## src/rtl/fetch_unit_if.sv

```systemverilog
// Instruction-memory request/response channel between the fetch stage and imem.
// One request may be outstanding; responses return in order.
interface fetch_unit_if #(
    parameter int XLEN = 32
);
    logic            req;
    logic [XLEN-1:0] addr;
    logic            ready;
    logic            rvalid;
    logic [31:0]     rdata;

    modport master (
        output req,
        output addr,
        input  ready,
        input  rvalid,
        input  rdata
    );

    modport slave (
        input  req,
        input  addr,
        output ready,
        output rvalid,
        output rdata
    );
endinterface

```

## src/rtl/fetch_unit.sv

```systemverilog
// Instruction-fetch stage with IF/ID register: owns the PC, keeps one imem request
// in flight, and parks a single response in a side buffer while decode is stalled.
module fetch_unit #(
    parameter int              XLEN      = 32,
    parameter logic [XLEN-1:0] RESET_PC  = '0,
    parameter logic [31:0]     NOP_INSTR = 32'h0000_0013
) (
    input  logic            clk,
    input  logic            reset,
    input  logic            stall,
    input  logic            redirect,
    input  logic [XLEN-1:0] redirect_pc,
    fetch_unit_if.master    imem,
    output logic            ifid_valid,
    output logic [XLEN-1:0] ifid_pc,
    output logic [31:0]     ifid_instr
);

    typedef enum logic [1:0] {
        S_REQ  = 2'd0,
        S_WAIT = 2'd1,
        S_KILL = 2'd2
    } state_t;

    state_t          state_q;
    state_t          state_d;
    logic [XLEN-1:0] pc_p0;
    logic [XLEN-1:0] req_pc_p0;
    logic [XLEN-1:0] buf_pc_p0;
    logic [31:0]     buf_instr_p0;
    logic            vld_buf_p0;
    logic            hs;
    logic            take;

    function automatic logic [XLEN-1:0] align_pc(input logic [XLEN-1:0] a);
        return {a[XLEN-1:2], 2'b00};
    endfunction

    function automatic logic [XLEN-1:0] incr_pc(input logic [XLEN-1:0] a);
        return a + XLEN'(4);
    endfunction

    assign imem.req  = (state_q == S_REQ) && !vld_buf_p0 && !reset;
    assign imem.addr = pc_p0;
    assign hs        = imem.req && imem.ready;
    // Only a WAIT-state response on the correct path is ever kept.
    assign take      = imem.rvalid && (state_q == S_WAIT) && !redirect;

    always_ff @(posedge clk or posedge reset) begin
        if (reset) begin
            state_q <= S_REQ;
        end else begin
            state_q <= state_d;
        end
    end

    always_comb begin
        state_d = state_q;
        unique case (state_q)
            S_REQ: begin
                if (hs) begin
                    state_d = redirect ? S_KILL : S_WAIT;
                end
            end
            S_WAIT: begin
                if (imem.rvalid) begin
                    state_d = S_REQ;
                end else if (redirect) begin
                    state_d = S_KILL;
                end
            end
            S_KILL: begin
                if (imem.rvalid) begin
                    state_d = S_REQ;
                end
            end
            default: state_d = S_REQ;
        endcase
    end

    // IF stage: PC and side buffer control
    always_ff @(posedge clk or posedge reset) begin
        if (reset) begin
            pc_p0      <= RESET_PC;
            vld_buf_p0 <= 1'b0;
        end else begin
            if (redirect) begin
                pc_p0 <= align_pc(redirect_pc);
            end else if (hs) begin
                pc_p0 <= incr_pc(pc_p0);
            end

            if (redirect) begin
                vld_buf_p0 <= 1'b0;
            end else if (stall) begin
                if (take) begin
                    vld_buf_p0 <= 1'b1;
                end
            end else begin
                vld_buf_p0 <= 1'b0;
            end
        end
    end

    always_ff @(posedge clk) begin
        if (hs) begin
            req_pc_p0 <= pc_p0;
        end
        if (take && stall) begin
            buf_pc_p0    <= req_pc_p0;
            buf_instr_p0 <= imem.rdata;
        end
    end

    // IF/ID boundary
    always_ff @(posedge clk or posedge reset) begin
        if (reset) begin
            ifid_valid <= 1'b0;
            ifid_pc    <= '0;
            ifid_instr <= NOP_INSTR;
        end else if (redirect) begin
            ifid_valid <= 1'b0;
            ifid_instr <= NOP_INSTR;
        end else if (!stall) begin
            if (vld_buf_p0) begin
                ifid_valid <= 1'b1;
                ifid_pc    <= buf_pc_p0;
                ifid_instr <= buf_instr_p0;
            end else if (take) begin
                ifid_valid <= 1'b1;
                ifid_pc    <= req_pc_p0;
                ifid_instr <= imem.rdata;
            end else begin
                ifid_valid <= 1'b0;
                ifid_instr <= NOP_INSTR;
            end
        end
    end

endmodule

```

## src/flat_wrapper.sv

```systemverilog
// flat-port wrapper written by rule: the top's interface ports become plain ports
module fetch_unit_flat 
#(
    parameter int              XLEN      = 32,
    parameter logic [XLEN-1:0] RESET_PC  = '0,
    parameter logic [31:0]     NOP_INSTR = 32'h0000_0013
)
  (clk, reset, stall, redirect, redirect_pc, ifid_valid, ifid_pc, ifid_instr, imem_req, imem_addr, imem_ready, imem_rvalid, imem_rdata);
  fetch_unit_if #(.XLEN(XLEN)) imem_i ();
  input  logic clk;
  input  logic reset;
  input  logic stall;
  input  logic redirect;
  input  logic [XLEN-1:0] redirect_pc;
  output logic ifid_valid;
  output logic [XLEN-1:0] ifid_pc;
  output logic [31:0] ifid_instr;
  output wire logic [$bits(imem_i.req)-1:0] imem_req;
  output wire logic [$bits(imem_i.addr)-1:0] imem_addr;
  input wire logic [$bits(imem_i.ready)-1:0] imem_ready;
  input wire logic [$bits(imem_i.rvalid)-1:0] imem_rvalid;
  input wire logic [$bits(imem_i.rdata)-1:0] imem_rdata;
  assign imem_req = imem_i.req;
  assign imem_addr = imem_i.addr;
  assign imem_i.ready = imem_ready;
  assign imem_i.rvalid = imem_rvalid;
  assign imem_i.rdata = imem_rdata;
  fetch_unit #(.XLEN(XLEN), .RESET_PC(RESET_PC), .NOP_INSTR(NOP_INSTR)) u_core (.clk(clk), .reset(reset), .stall(stall), .redirect(redirect), .redirect_pc(redirect_pc), .imem(imem_i), .ifid_valid(ifid_valid), .ifid_pc(ifid_pc), .ifid_instr(ifid_instr));
endmodule
```

## config.mk

```make
export PLATFORM = sky130hd
export DESIGN_NAME = fetch_unit_flat
export DESIGN_NICKNAME = d
export VERILOG_FILES = /design/src/rtl/fetch_unit_if.sv /design/src/rtl/fetch_unit.sv /design/src/flat_wrapper.sv
export SDC_FILE = /design/constraint.sdc
export NUM_CORES = 1
export LEC_CHECK = 0
export ABC_AREA = 1
export CAP_MARGIN = 40
export CORE_ASPECT_RATIO = 0.5
export CORE_MARGIN = 2
export CORE_UTILIZATION = 25
export CTS_CLUSTER_SIZE = 25
export DETAILED_ROUTE_END_ITERATION = 16
export MAX_ROUTING_LAYER = met4
export PLACE_DENSITY_LB_ADDON = 0.2
export SETUP_SLACK_MARGIN = 0.5
export SLEW_MARGIN = 20
export SYNTH_ARGS = -nofsm -noshare
export SYNTH_HDL_FRONTEND = slang
export SYNTH_SLANG_ARGS = --single-unit
```

## constraint.sdc

```tcl
create_clock -name clk -period 4.2 [get_ports clk]
set_input_delay 0.42 -clock clk [delete_from_list [all_inputs] [get_ports clk]]
set_output_delay 0.42 -clock clk [all_outputs]
set_load 0.01 [all_outputs]
```

==> results of run 1 <==
## through the flow
stage	total power, mW	area, um2	worst slack (ps)	std cells
final	5.249	11100	1577	1483
after global routing	5.511	11100	1460	1483
after CTS	5.328	11100	1493	1482
after detailed placement	3.636	10500	1686	1450
after global placement	3.610	10480	1718	1449
after floorplan	2.954	8457	1115	877
## synth_stat cells (3+ instances only)
cell	instances	share of area, %
o21bai_1	7	0.62
inv_1	45	2.0
nor2_2	9	0.67
o21ai_0	16	0.95
nand3_1	48	2.8
clkbuf_1	14	0.62
dfstp_2	3	0.93
a31oi_1	4	0.30
nor2_1	95	4.2
dfrtp_1	93	28
nand2_2	8	0.59
buf_4	5	0.44
xnor2_1	5	0.52
buf_2	17	1.0
edfxtp_1	92	33
inv_2	3	0.13
o21ai_1	30	1.8
o211ai_1	3	0.27
nor2_4	7	0.93
nand2_1	320	14
buf_6	6	0.80
o31ai_2	29	4.3
## sequential cells by signal, summed over array words and instances, names as in the netlist
register / flops
u_core.vld_buf_p0: 1
u_core.buf_instr_p0: 32
u_core.buf_pc_p0: 30
u_core.state_q: 2
u_core.imem.addr: 30
u_core.ifid_pc: 30
u_core.ifid_instr: 32
u_core.ifid_valid: 1
u_core.req_pc_p0: 30
## cell type report
cell class | count | share of cell area [%]
well taps | 441 | 4.970
clock buffers | 20 | 3.933
clock inverters | 12 | 1.431
repair buffers | 174 | 15.58
inverters | 49 | 1.713
multi-input cells | 598 | 25.79
flip-flops and latches | 188 | 46.57
diodes | 1 | 0.02254
## per-layer routing
| layer | wire length, um | share of wire [%] |
|---|---|---|
| met5 | 0 | 0 |
| met4 | 303 | 1.3 |
| met2 | 12530 | 52 |
| met3 | 740 | 3.1 |
| met1 | 10420 | 43 |
## where the power goes
group,internal [mW],total [mW],switching (mW)
registers,2.20,2.41,0.206
logic,0.595,1.16,0.565
clock network,0.944,1.68,0.737
total,3.74,5.25,1.51
## cells by family (layout without fill, tap and decap cells)
| logic type | after synthesis | after routing |
|---|---|---|
| and+or+nand+nor | 493 | 493 |
| other | 1 | 5 |
| AOI/OAI and AO/OA | 93 | 93 |
| adders and majority gates | 1 | 1 |
| DFF | 188 | 188 |
| buffers and inverters | 91 | 255 |
| xor gates and xnor gates | 7 | 7 |
## worst reg2reg max path, cell delays in order, from the launching register on
cell     delay, ps
dfrtp_2        420
inv_4          570
nand2_1        150
nand2_2        410
buf_4          560
nand2_1        170
o31ai_2         90
## worst max-delay path by stage
stage	startpoint	slack (ps)	to
2_1_floorplan	reset	1120	u_core.state_q[1]$_DFFE_PP0P_
3_3_place_gp	u_core.vld_buf_p0$_DFFE_PP0P_	1720	u_core.ifid_pc[23]$_DFFE_PP0P_
3_5_place_dp	u_core.vld_buf_p0$_DFFE_PP0P_	1690	u_core.ifid_pc[26]$_DFFE_PP0P_
4_1_cts	u_core.vld_buf_p0$_DFFE_PP0P_	1490	imem_req
5_1_grt	u_core.vld_buf_p0$_DFFE_PP0P_	1460	imem_req
6_report	u_core.vld_buf_p0$_DFFE_PP0P_	1580	imem_req
## layout by cell type (no fill, tap or decap), drive strengths merged, types with 3 or more instances in the layout
master,instances
nand2,330
clkdlybuf4s50,161
nor2,111
dfrtp,93
edfxtp,92
inv,52
nand3,48
o21ai,46
o31ai,30
clkbuf,20
buf,13
o21bai,7
xnor2,5
a31oi,4
conb,4
clkinv,4
o211ai,3
bufinv,3
dfstp,3
==> impl_metrics.ini, run 1 <==
[floorplanning]
start_util_pct = 25.45
die_area_mm2 = 0.03533
die_w_um = 263.8
fp-row-count = 47
core_mm2 = 0.03317
die_h_um = 133.9
ioPinCount = 168

[drt]
antenna_left = 0
drt_iter0_markers = 296
vias_per_cell = 4.260
drc = 0
drt_wl_total_um = 24000
wire_per_inst_um = 16.18
first_pass_iters = 4
num_vias = 6318

[placement]
place_congestion = 0.7961
hpwl_um = 15980
port-buffer-count = 161

[critical_path]
reg2regPathDepth = 6
r2r_end = u_core.ifid_pc[26]$_DFFE_PP0P_
max_stage_delay_ps = 590
end_kind = output pin
path_cells = buf_4, nor3_1, clkdlybuf4s50_1
cp-start-kind = register
cp.arrival_ps = 2200
crit_buf_inv = 2
crit_family = buffers and inverters
worst-r2r-setup-slack_ps = 1760
reg2reg_from = u_core.vld_buf_p0$_DFFE_PP0P_
cp_max_fo = 63
cp_num_cells = 3
worstSetupPathType = reg -> out
worstPathRequired_ps = 3780
cp_slowest_cell = clkdlybuf4s50_1

[clock_tree]
hold_buffers = 0
path_clk_slew_ps = 70
cts_resized = 0
clock-root-buffer = clkbuf_16
htree_levels = 4
clk-insertion-delay-late_ps = 440
cts_buffers = 17
cts_tree = built
post_cts_buffers = 0
cts_sinks = 188
clk_path_buf_depth = 2

[cells_and_area]
regArea_mm2 = 0.005170
num-fill-cells = 3419
multi_input_area_mm2 = 0.002863
post-route-util_pct = 33.47
layout-drive-gt1-share_pct = 10.37
nets = 1099
syn2layout_area_growth_pct = 31.55

[logic_synthesis]
netlist_area_mm2 = 0.008439
synthCells = 874
synthSimpleGateAreaFrac_pct = 24.23
synth-warning-count = 0
synth_top_family_by_area = simple AND/OR/NAND/NOR gates
synth_xor_xnor_area_share_pct = 0.7265
synthAdderAreaFrac_pct = 0.1483
synthFlopType = dfrtp_1
synth_edf_count = 92
muxShareOfSynthArea_pct = 0
async_flop_share_pct = 51.06
yosysSeqAreaShare_pct = 61.25
synth_compound_area_share_pct = 8.525
ys_types = 34
ys_ff_latch = 188
synth_area_per_cell_um2 = 9.656

[grt]
met2_usage_pct = 24.49
grt_max_degree = 66
grt.busiest_layer = met2
globalRoute.totalOverflow = 0
grtUsageMet1_pct = 16.67
track_usage_pct = 14.12
grt_pass1_vias = 6269
antenna_found_initial = 1
grt_pass1_wl_um = 36690
grt_util_met3_pct = 3.158

[sta]
tightest_slew_ps = 776.4
slew_headroom_pct = 48.24
fin_tns_setup_ps = 0
skew_ps = 10.66
slew_violations = 0
setup_violations = 0
max_freq_ghz = 0.3812
rsz0062_at_grt = no
finalHoldViolCount = 0
fin_worst_hold_slack_ps = 448.7
timing.final.crit_share_pct = 62.46
fin_crit_ps = 2623

[worst_hold_path]
whs_path_depth = 0
min_from = u_core.req_pc_p0[3]$_DFFE_PP_
hold_end = u_core.buf_pc_p0[3]$_DFFE_PP_
hp-class = reg -> reg

[power]
irDropWorstVdd_v = 0.0002672
p_leak_nw = 4.533
p_per_area_mw_per_mm2 = 472.8

[outcome]
status = completed

[run]
max-cap-violations = 0
Power figures use the tool's default switching activity.
==> run 2, diff against run 1 <==
- clock period: 4.2 -> 2.2 ns (I/O delays scaled with it)
==> run 2 against run 1 <==
Via count rose by 1.6%. Combinational power rose by 100%. Clock power rose by 80%. Non-clock buffer count rose by 28. Clock skew fell by 2.4 ps. Utilization rose by 0.78 points. Power rose by 89%. Register-to-register slack got worse by 1100 ps. Wire length fell by 1.9%. Critical path depth fell by 2. Global-route usage rose by 0.077 points. Clock-buffer cell count did not move. Critical endpoint is now imem_addr[8].
==> impl_metrics.ini, run 2 (same netlist as run 1, synthesis figures left out) <==
[cells_and_area]
syn2layout_area_growth_pct = 34.60
num-fill-cells = 3399
diodes = 0
post-route-util_pct = 34.25
top_regs = u_core.buf_instr_p0 (32), u_core.ifid_instr (32)
final_cell_mix = nand2_1 (319), clkdlybuf4s50_1 (146), nor2_1 (93), edfxtp_1 (92), dfrtp_1 (67)
layout-drive-gt1-share_pct = 15.90
nets = 1127
final_common_cell = nand2_1

[critical_path]
worstPathRequired_ps = 1980
cp.arrival_ps = 1420
worstSetupPathType = reg -> out
cp-start-kind = register
cp_slowest_cell = clkdlybuf4s50_1
crit_family = buffers and inverters
end_kind = output pin
path_cells = clkdlybuf4s50_1
max_stage_delay_ps = 550
cp_max_fo = 6
crit_buf_inv = 1

[power]
p_leak_nw = 4.683
combPwrFrac_pct = 23.6
clockPowerShare_pct = 30.5
p_sw_mw = 2.884
irDropWorstVdd_v = 0.0006184
p_int_mw = 7.051
sw_frac_of_total_pct = 29.03
seq_power_share_pct = 45.9
p_per_area_mw_per_mm2 = 874.6

[sta]
max_freq_ghz = 0.6079
slew_headroom_pct = 61.49
rsz0062_at_grt = yes
timing.final.crit_share_pct = 74.77
skew_ps = 8.280
fin_crit_ps = 1645
fin_worst_hold_slack_ps = 344.7
fin_tns_setup_ps = 0
finalHoldViolCount = 0
setup_violations = 0
tightest_slew_ps = 577.7
slew_violations = 0

[clock_tree]
clk_path_buf_depth = 2
clk-insertion-delay-late_ps = 450
cts_buffers = 17
cts_sinks = 188
hold_buffers = 0
path_clk_slew_ps = 70
htree_levels = 4
cts_tree = built
clock-root-buffer = clkbuf_16

[drt]
vias_per_cell = 4.252
drt_wl_total_um = 23550
drc = 0
drt_iter0_markers = 290
first_pass_iters = 4
num_vias = 6421
antenna_left = 0
wire_per_inst_um = 15.59

[floorplanning]
start_util_pct = 25.45
ioPinCount = 168
die_h_um = 133.9
die_w_um = 263.8
core_mm2 = 0.03317
fp-row-count = 47
die_area_mm2 = 0.03533

[placement]
place_congestion = 0.7693
hpwl_um = 15750
port-buffer-count = 161

[grt]
track_usage_pct = 14.20
grt_pass1_wl_um = 37520
globalRoute.totalOverflow = 0
grt_max_degree = 97
grt_pass1_vias = 6475
antenna_found_initial = 0

[outcome]
status = completed

[worst_hold_path]
hp-class = in -> reg

[run]
max-cap-violations = 0
run 2: power by group through the flow:
stage | sequential (mW) | combinational (mW) | clock [mW]
2_1_floorplan | 4.74 | 0.908 | 0
3_3_place_gp | 4.68 | 2.23 | 0
3_5_place_dp | 4.70 | 2.24 | 0
4_1_cts | 4.58 | 2.37 | 3.15
5_1_grt | 4.63 | 2.56 | 3.32
6_report | 4.56 | 2.34 | 3.03
run 2: repair_timing:
item	4_1_cts	5_1_grt
buffers inserted	16	7
endpoints found under the setup margin	34	9
gates resized for setup	37	8
cloned	0	0
run 2: layout make-up:
type	instances	area [um2]	area share, %
Clock buffer	20	456.7	4.020
Clock inverter	12	113.9	1.002
Inverter	49	190.2	1.674
Multi-Input combinational cell	598	2888	25.42
Sequential cell	188	5201	45.79
Tap cell	441	551.8	4.857
Timing Repair Buffer	202	1958	17.24
run 2: final timing paths:
check,start,to,slack [ps],depth (start not counted)
setup / recovery,u_core.imem.addr[8]$_DFFE_PP0P_,imem_addr[8],560,1
hold / removal,redirect_pc[7],u_core.imem.addr[7]$_DFFE_PP0P_,340,3
setup reg to reg,u_core.imem.addr[2]$_DFFE_PP0P_,u_core.imem.addr[18]$_DFFE_PP0P_,630,8
hold reg to reg,u_core.req_pc_p0[18]$_DFFE_PP_,u_core.buf_pc_p0[18]$_DFFE_PP_,450,0
max in group asynchronous,reset,u_core.imem.addr[6]$_DFFE_PP0P_,1350,3
min in group asynchronous,reset,u_core.vld_buf_p0$_DFFE_PP0P_,410,3
run 2: per-stage QoR:
stage / std cells / area [um2] / setup slack (ps) / power [mW]
floorplan: 877 / 8487 / -642.9 / 5.648
global placement: 1455 / 10590 / 412.6 / 6.908
detailed placement: 1455 / 10590 / 393.6 / 6.947
CTS: 1503 / 11300 / 401.6 / 10.10
global route: 1510 / 11360 / 494.6 / 10.51
finish: 1510 / 11360 / 555.1 / 9.935
run 2: metal layers:
metal / up-vias / global-route usage, % / wire length [um]
li1: 3210 / - / -
met1: 3123 / 16.85 / 10300
met2: 70 / 24.76 / 12330
met3: 18 / 3.231 / 713
met4: 0 / 3.125 / 201
met5: - / - / 0
==> run 3, diff against run 2 <==
- clock period: 2.2 -> 1.3 ns (I/O delays scaled with it)
==> run 3 against run 2 <==
Die area unchanged. Worst hold slack worse by 90 ps. Combinational power rose to 2.5 times the previous value. The flow now finishes with violations (setup timing). Via count up 13%. Utilization up 7.4 points. Setup slack worse by 750 ps.
==> impl_metrics.ini, run 3 (same netlist as run 1, synthesis figures left out) <==
[cells_and_area]
nets = 1322
final_cell_mix = nand2_1 (300), buf_4 (132), buf_6 (109), edfxtp_1 (92), nor2_1 (87)
diodes = 0
num-fill-cells = 3237
layout-drive-gt1-share_pct = 39.64
final_common_cell = nand2_1
top_regs = u_core.buf_instr_p0 (32), u_core.ifid_instr (32)
syn2layout_area_growth_pct = 63.59
final_area_mm2 = 0.01381

[critical_path]
cp-startpoint = u_core.state_q[0]$_DFFE_PP0P_
end_kind = register
reg2reg_from = u_core.state_q[0]$_DFFE_PP0P_
max_stage_delay_ps = 410
cp.arrival_ps = 1890
crit_family = simple AND/OR/NAND/NOR gates
cp_slowest_cell = dfrtp_1
worstSetupPathType = reg -> reg
cp_max_fo = 14
cp-start-kind = register
crit_buf_inv = 2
path_cells = buf_6, nor2_4, nand4_4, nor2_4, clkbuf_16, nand3_1, nand3_1
worstPathRequired_ps = 1690

[floorplanning]
die_area_mm2 = 0.03533
die_h_um = 133.9
start_util_pct = 25.45
fp-row-count = 47
core_mm2 = 0.03317
ioPinCount = 168
die_w_um = 263.8

[placement]
dp_slack_ps = -372.1
hpwl_um = 17270
port-buffer-count = 161
place_congestion = 0.8145
place_area_mm2 = 0.01149

[clock_tree]
clk_path_buf_depth = 2
clk-insertion-delay-late_ps = 450
htree_levels = 4
clock-root-buffer = clkbuf_16
cts_sinks = 188
hold_buffers = 0
cts_buffers = 17
path_clk_slew_ps = 80
cts_tree = built

[drt]
drc = 0
drt_wl_total_um = 26990
vias_per_cell = 4.274
antenna_left = 0
wire_per_inst_um = 15.83
first_pass_iters = 5
num_vias = 7287
drt_iter0_markers = 372

[sta]
slew_violations = 0
rsz0062_at_grt = yes
fin_crit_ps = 1500
max_freq_ghz = 0.6667
setup_slack_ps = -199.9
timing.final.crit_share_pct = 115.4
finalHoldViolCount = 0
setup_violations = 192
skew_ps = 13.73

[worst_hold_path]
hp-class = in -> reg
min_from = redirect_pc[9]

[grt]
grt.busiest_layer = met2
grtUsageMet1_pct = 17.92
grt_max_degree = 69
grt_pass1_wl_um = 39680
track_usage_pct = 15.20
grt_util_met3_pct = 2.644
antenna_found_initial = 0
grt_pass1_vias = 7097
met2_usage_pct = 26.74
globalRoute.totalOverflow = 0

[run]
max-cap-violations = 0

[power]
combPwrFrac_pct = 31.0
p_per_area_mw_per_mm2 = 1390
p_int_mw = 13.47
irDropWorstVdd_v = 0.0009848
p_sw_mw = 5.720
clockPowerShare_pct = 29.2
sw_frac_of_total_pct = 29.81
p_leak_nw = 6.183
seq_power_share_pct = 39.8

[outcome]
violations = setup timing
status = finished with violations
-- run 3: changes by cell type in the layout (fill, tap and decap cells not counted), sizes merged, moves of 3 or more --
cell	before	now
clkbuf	21	26
dlygate4sd2	11	0
clkdlybuf4s50	146	67
dlymetal6s2s	3	0
buf	41	320
-- run 3: layer usage --
layer	up-vias	part of all wire [%]
li1	3610	-
met2	87	53
met5	-	0
met1	3570	43
met3	20	2.3
met4	0	1.3
-- run 3: power by group through the flow --
stage	clock (mW)	sequential [mW]	combinational [mW]
after floorplan	0	8.02	1.59
after global placement	0	7.81	4.50
after detailed placement	0	7.82	4.53
after CTS	5.73	7.60	5.01
after global routing	6.00	7.72	6.42
final	5.61	7.63	5.95
-- run 3: layout make-up --
type / count / area [um2] / share of cell area, %
Clock buffer: 18 / 429.2 / 3.109
Tap cell: 441 / 551.8 / 3.997
Multi-Input combinational cell: 600 / 3411 / 24.71
Timing Repair Buffer: 395 / 3857 / 27.94
Clock inverter: 14 / 188.9 / 1.368
Sequential cell: 188 / 5177 / 37.50
Inverter: 49 / 190.2 / 1.378
-- run 3: per-stage QoR --
step	hold WS [ps]	setup TNS (ps)	util (%)	total power [mW]	instances
2_1_floorplan	228.9	-125600	-	9.610	877
3_3_place_gp	432.9	-51670	34.64	12.31	1549
3_5_place_dp	435.5	-52110	34.64	12.35	1549
4_1_cts	233.8	-21000	38.54	18.34	1662
5_1_grt	250.7	-39220	41.63	20.13	1705
6_report	254.9	-23770	41.63	19.19	1705
-- run 3: what timing repair did --
action,in CTS,in global routing
setup buffers,76,33
pin swaps,16,25
gates resized for setup,484,123
endpoints found under the setup margin,307,326
cloned,5,10
-- run 3: worst paths after layout --
path,endpoint,slack [ps],depth (start not counted)
setup / recovery,u_core.imem.addr[18]$_DFFE_PP0P_,-200,7
hold / removal,u_core.imem.addr[9]$_DFFE_PP0P_,250,3
setup reg to reg,u_core.imem.addr[18]$_DFFE_PP0P_,-200,7
hold reg to reg,u_core.buf_pc_p0[4]$_DFFE_PP_,450,0
max in group asynchronous,u_core.imem.addr[7]$_DFFE_PP0P_,620,4
min in group asynchronous,u_core.ifid_pc[15]$_DFFE_PP0P_,390,4
-- run 3: worst reg2reg max path: stages, from the launching register on --
cell,delay [ps]
dfrtp_1,410
buf_6,130
nor2_4,110
nand4_4,130
nor2_4,250
clkbuf_16,240
nand3_1,100
nand3_1,70
